--- src/rtl/chk_sync_fifo.sv ---
// First-word-fall-through synchronous FIFO for expected samples.
// The caller guarantees push only when not full or popping.
module chk_sync_fifo #(
    parameter int WIDTH = 16,
    parameter int DEPTH = 16
) (
    input  logic             clk,
    input  logic             reset,
    input  logic             push,
    input  logic [WIDTH-1:0] din,
    input  logic             pop,
    output logic [WIDTH-1:0] dout,
    output logic             full,
    output logic             empty
);

    localparam int AW = $clog2(DEPTH);

    logic [WIDTH-1:0] mem_q [DEPTH];
    logic [AW-1:0]    wr_q, wr_d;
    logic [AW-1:0]    rd_q, rd_d;
    logic [AW:0]      cnt_q, cnt_d;

    // Next pointer and occupancy values.
    always_comb begin
        wr_d  = wr_q + AW'(push);
        rd_d  = rd_q + AW'(pop);
        cnt_d = cnt_q + (AW+1)'(push) - (AW+1)'(pop);
    end

    // Pointer and occupancy registers, emptied by reset.
    always_ff @(posedge clk) begin
        if (reset) begin
            wr_q  <= '0;
            rd_q  <= '0;
            cnt_q <= '0;
        end else begin
            wr_q  <= wr_d;
            rd_q  <= rd_d;
            cnt_q <= cnt_d;
        end
    end

    // Storage array; contents need no reset.
    always_ff @(posedge clk) begin
        if (push) begin
            mem_q[wr_q] <= din;
        end
    end

    assign dout  = mem_q[rd_q];
    assign full  = (cnt_q == (AW+1)'(DEPTH));
    assign empty = (cnt_q == '0);

endmodule

--- config.mk ---
export PLATFORM = sky130hd
export DESIGN_NAME = chk_sync_fifo
export DESIGN_NICKNAME = d
export VERILOG_FILES = /design/src/rtl/chk_sync_fifo.sv
export SDC_FILE = /design/constraint.sdc
export NUM_CORES = 1
export LEC_CHECK = 0
export ABC_CLOCK_PERIOD_IN_PS = 6500
export BUFFER_PORTS_ARGS = -buffer_cell sky130_fd_sc_hd__buf_2
export CAP_MARGIN = 20
export CORE_MARGIN = 4
export CORE_UTILIZATION = 50
export DETAILED_ROUTE_END_ITERATION = 8
export PLACE_DENSITY_LB_ADDON = 0.25
export SYNTH_ARGS = -nofsm -noshare
export SYNTH_HDL_FRONTEND = slang
export SYNTH_SLANG_ARGS = --single-unit
--- constraint.sdc ---
create_clock -name clk -period 6.5 [get_ports clk]
set_input_delay 1.3 -clock clk [delete_from_list [all_inputs] [get_ports clk]]
set_output_delay 1.3 -clock clk [all_outputs]
set_load 0.05 [all_outputs]
==> reports/summary.log <==
qor: logic_synthesis.muxShareOfSynthArea 0.1269
qor: logic_synthesis.synth_compound_area_frac 0.05904
qor: sta.timing.final.crit_share 0.6725
qor: run_status.run_status finished, final reports clean
qor: logic_synthesis.synthesis.area 10,720 sq um
qor: sta.grt_setup_unrepaired false
qor: sta.clock.fmax 228.8 MHz
qor: cells_and_area.final-seq-area 7953 sq um
qor: clocking.clock_sinks 269
qor: sta.relSlewSlack 0.2645
qor: grt.grt_first_pass_wirelength 33.97 mm
qor: worst_setup_path.worst_ep_required_time 5.20 ns
qor: drt.detailedRoute.firstIterationViolations 518
qor: floorplan.start_util 0.5085
qor: worst_setup_path.timing_worst_setup_path_type reg2out
qor: worst_setup_path.timing.critical_path.slowest_cell_delay 1.06 ns
qor: clocking.cts.hold.buffers_added 0
qor: worst_setup_path.critical_path.endpoint_type output pin
qor: clocking.cts-resized-gates 0
qor: logic_synthesis.synthXorXnorAreaFrac 0.005717
qor: clocking.cts_tree yes
qor: sta.worst-slew-pin-transition 1.103 ns
qor: cells_and_area.multi_input_comb_area 2540 sq um
qor: logic_synthesis.postSynthCellCount 548
qor: worst_setup_path.timing.critical_path.cells nor2b_4, buf_12, a221oi_2, o21ai_0, nand2_1, buf_2
qor: sta.final.setup.tns 0 ns
qor: sta.finClkSkew 0.007702 ns
qor: sta.worst_slack 2.129 ns
qor: cells_and_area.antenna_cells 0
qor: logic_synthesis.synth.top_cells.by_area sky130_fd_sc_hd__edfxtp_1 (72%), sky130_fd_sc_hd__mux4_2 (6.7%), sky130_fd_sc_hd__mux2i_1 (6.0%)
qor: floorplan.design.die.area 23,850 sq um
qor: sta.max_slew_violation_count 0
qor: grt.grt_pass1_vias 5,624
qor: logic_synthesis.yosys_register_bits 269
qor: floorplan.core_area 21,090 sq um
qor: clocking.post_cts.repair.setup_buffers 0
qor: power.power.static_leakage 3.937 nW
qor: drt.drt_drc_violations_left 0
qor: logic_synthesis.synth.avg_cell_area 19.57 sq um
qor: floorplan.chipHeight 154.5 um
qor: grt.grt_util_met1 0.2750
qor: logic_synthesis.synth_seq_area_share 0.7411
qor: cells_and_area.layout.filler_cells 1,582
qor: cells_and_area.final_common_cell sky130_fd_sc_hd__edfxtp_1
qor: drt.avgRoutedWirePerCell 24.84 um
qor: clocking.cts_made_buffers 26
qor: worst_setup_path.max_fo_critical_path 35
qor: sta.finalSetupViolCount 0
qor: cells_and_area.layout_common_cells sky130_fd_sc_hd__edfxtp_1 (256), sky130_fd_sc_hd__mux2i_1 (64), sky130_fd_sc_hd__buf_2 (37)
qor: place.place.gp.congestion 0.7897
qor: drt.drt_wl_total 22.11 mm
qor: logic_synthesis.yosysWarnings 0
qor: sta.hold_viol_final 0
qor: logic_synthesis.yosysTopAreaCell sky130_fd_sc_hd__edfxtp_1
qor: place.detailedPlacementHpwl 12.85 mm
qor: logic_synthesis.ys.flop_type sky130_fd_sc_hd__edfxtp_1
qor: logic_synthesis.largest_family_of_logic_cells_by_synthesized_area multiplexers
qor: logic_synthesis.synthDistinctLibCells 35
qor: grt.grt-ovfl-total 0
qor: floorplan.die_width 154.5 um
qor: grt.grt.total_usage 0.1866
qor: drt.drt_pass1_iterations 5
qor: logic_synthesis.netlist.area_leader.share 0.7168
qor: power.power_density 313.2 nW/um^2
qor: grt.antenna_violations_before_repair 0
qor: cells_and_area.final_nets 628
qor: clocking.clock_path_buffers 3
qor: logic_synthesis.post_synth_and_or_nand_nor_area_fraction 0.02695
qor: grt.grtUsageMet2 0.3037
qor: grt.grt_most_used_layer met2
qor: logic_synthesis.synth_async_sr_flop_share 0
qor: worst_setup_path.worst_setup_path_start_kind flip-flop
qor: drt.final_antenna_net_count 0
qor: clocking.clkTransAtPathRegs 0.06 ns
qor: flow_run.max_cap_violations 0
qor: cells_and_area.layout_area_overhead 12.03%
qor: logic_synthesis.synth_enable_flop_cells 256
qor: place.dp_slack 2.366 ns
qor: place.place.port_buffers 37
qor: worst_setup_path.worst_ep_arrival 3.07 ns
qor: sta.layout_min_cycle_time 4.371 ns
qor: worst_setup_path.critPathSlowestCell sky130_fd_sc_hd__dfxtp_2
qor: floorplan.rows 53
qor: grt.grt_start_max_net_pins 56
qor: min_path.worstHoldPathType reg2reg
qor: logic_synthesis.syn_nets 579
qor: clocking.root_buffer sky130_fd_sc_hd__clkbuf_16
qor: drt.vias_per_cell 6.000
qor: cells_and_area.layout-drive-gt1-share 0.2537
qor: clocking.clock_tree.htree_level_count 1
qor: power.peakVddDrop 245.2 uV
qor: clocking.worst_skew_pair.late_latency 0.52 ns
qor: logic_synthesis.synthesized_area_fraction_occupied_by_adder_cells 0.01353
qor: grt.use_met3 0.02350
qor: drt.detailroute.via_count 5,340
qor: floorplan.floorplan.io_pins 38
power by group:
| part | internal, mW | switching (mW) | leakage [nW] |
|---|---|---|---|
| Sequential | 1.93 | 0.0391 | 2.42 |
| Clock | 0.829 | 0.598 | 0.395 |
| Combinational | 0.141 | 0.225 | 1.12 |
| Total | 2.90 | 0.862 | 3.94 |
cells in the mapped netlist, types with 3 or more instances:
cell type and number:
sky130_fd_sc_hd__xnor2_1 5, sky130_fd_sc_hd__a21oi_1 3, sky130_fd_sc_hd__inv_1 7, sky130_fd_sc_hd__a221oi_2 20, sky130_fd_sc_hd__buf_6 9, sky130_fd_sc_hd__nor2b_1 6, sky130_fd_sc_hd__o21ai_0 14, sky130_fd_sc_hd__a22oi_1 16
sky130_fd_sc_hd__mux2i_1 64, sky130_fd_sc_hd__clkbuf_1 7, sky130_fd_sc_hd__buf_4 5, sky130_fd_sc_hd__o21ai_1 3, sky130_fd_sc_hd__nor3_1 4, sky130_fd_sc_hd__nor2_1 19, sky130_fd_sc_hd__a221oi_1 12, sky130_fd_sc_hd__dfxtp_1 13
sky130_fd_sc_hd__buf_2 5, sky130_fd_sc_hd__nand2_1 18, sky130_fd_sc_hd__mux4_2 32, sky130_fd_sc_hd__edfxtp_1 256, sky130_fd_sc_hd__ha_1 10
stage by stage:
stage	instance area (sq um)	power [mW]	std cells	hold slack (ns)	utilization
3_5_place_dp	11140	2.377	840	0.5836	0.5281
3_3_place_gp	11140	2.358	840	0.5454	0.5281
4_1_cts	11940	3.795	886	0.5979	0.5662
5_1_grt	12010	3.903	890	0.6702	0.5697
6_report	12010	3.763	890	0.5976	0.5697
2_1_floorplan	10720	2.277	548	0.5276	-
cell type report:
cell class | count | area share
repair buffers | 51 | 0.02885
multi-input cells | 242 | 0.2114
clock inverters | 15 | 0.009477
inverters | 7 | 0.002187
flip-flops and latches | 269 | 0.6619
well taps | 275 | 0.02864
clock buffers | 31 | 0.05749
worst paths after layout:
kind / from / to / slack [ns] / cells past startpoint
worst min-delay path: wr_q[3]$_SDFF_PP0_ / wr_q[3]$_SDFF_PP0_ / 0.60 / 2
worst max register to register: rd_q[1]$_SDFF_PP0_ / rd_q[3]$_SDFF_PP0_ / 4.27 / 4
worst min register to register: wr_q[3]$_SDFF_PP0_ / wr_q[3]$_SDFF_PP0_ / 0.60 / 2
worst max-delay path: rd_q[1]$_SDFF_PP0_ / dout[5] / 2.13 / 6
worst max-delay path, delay by kind of cell, from the launching register on:
kind            cells  cell delay, ns
simple gates        2            0.38
compound gates      2            0.55
flops               1            1.06
buf+inv             2            0.54
logic make-up (layout without fill, tap and decap cells):
logic type | after synthesis | in the layout
compound gates | 69 | 69
xor+xnor | 7 | 7
fa+ha+maj | 11 | 11
buf+inv | 37 | 104
flops | 269 | 269
mux | 96 | 96
simple gates | 59 | 59
sequential cells by signal, summed over array words and instances, names as in the netlist:
name   cells
wr_q       4
rd_q       4
mem_q    256
cnt_q      5
layer usage:
layer / up-vias / part of all wire
met3: 32 / 0.053
met2: 172 / 0.49
met4: 0 / 0.013
li1: 2340 / -
met1: 2796 / 0.44
met5: - / 0
Note: power is estimated with default switching activity, not from simulation.
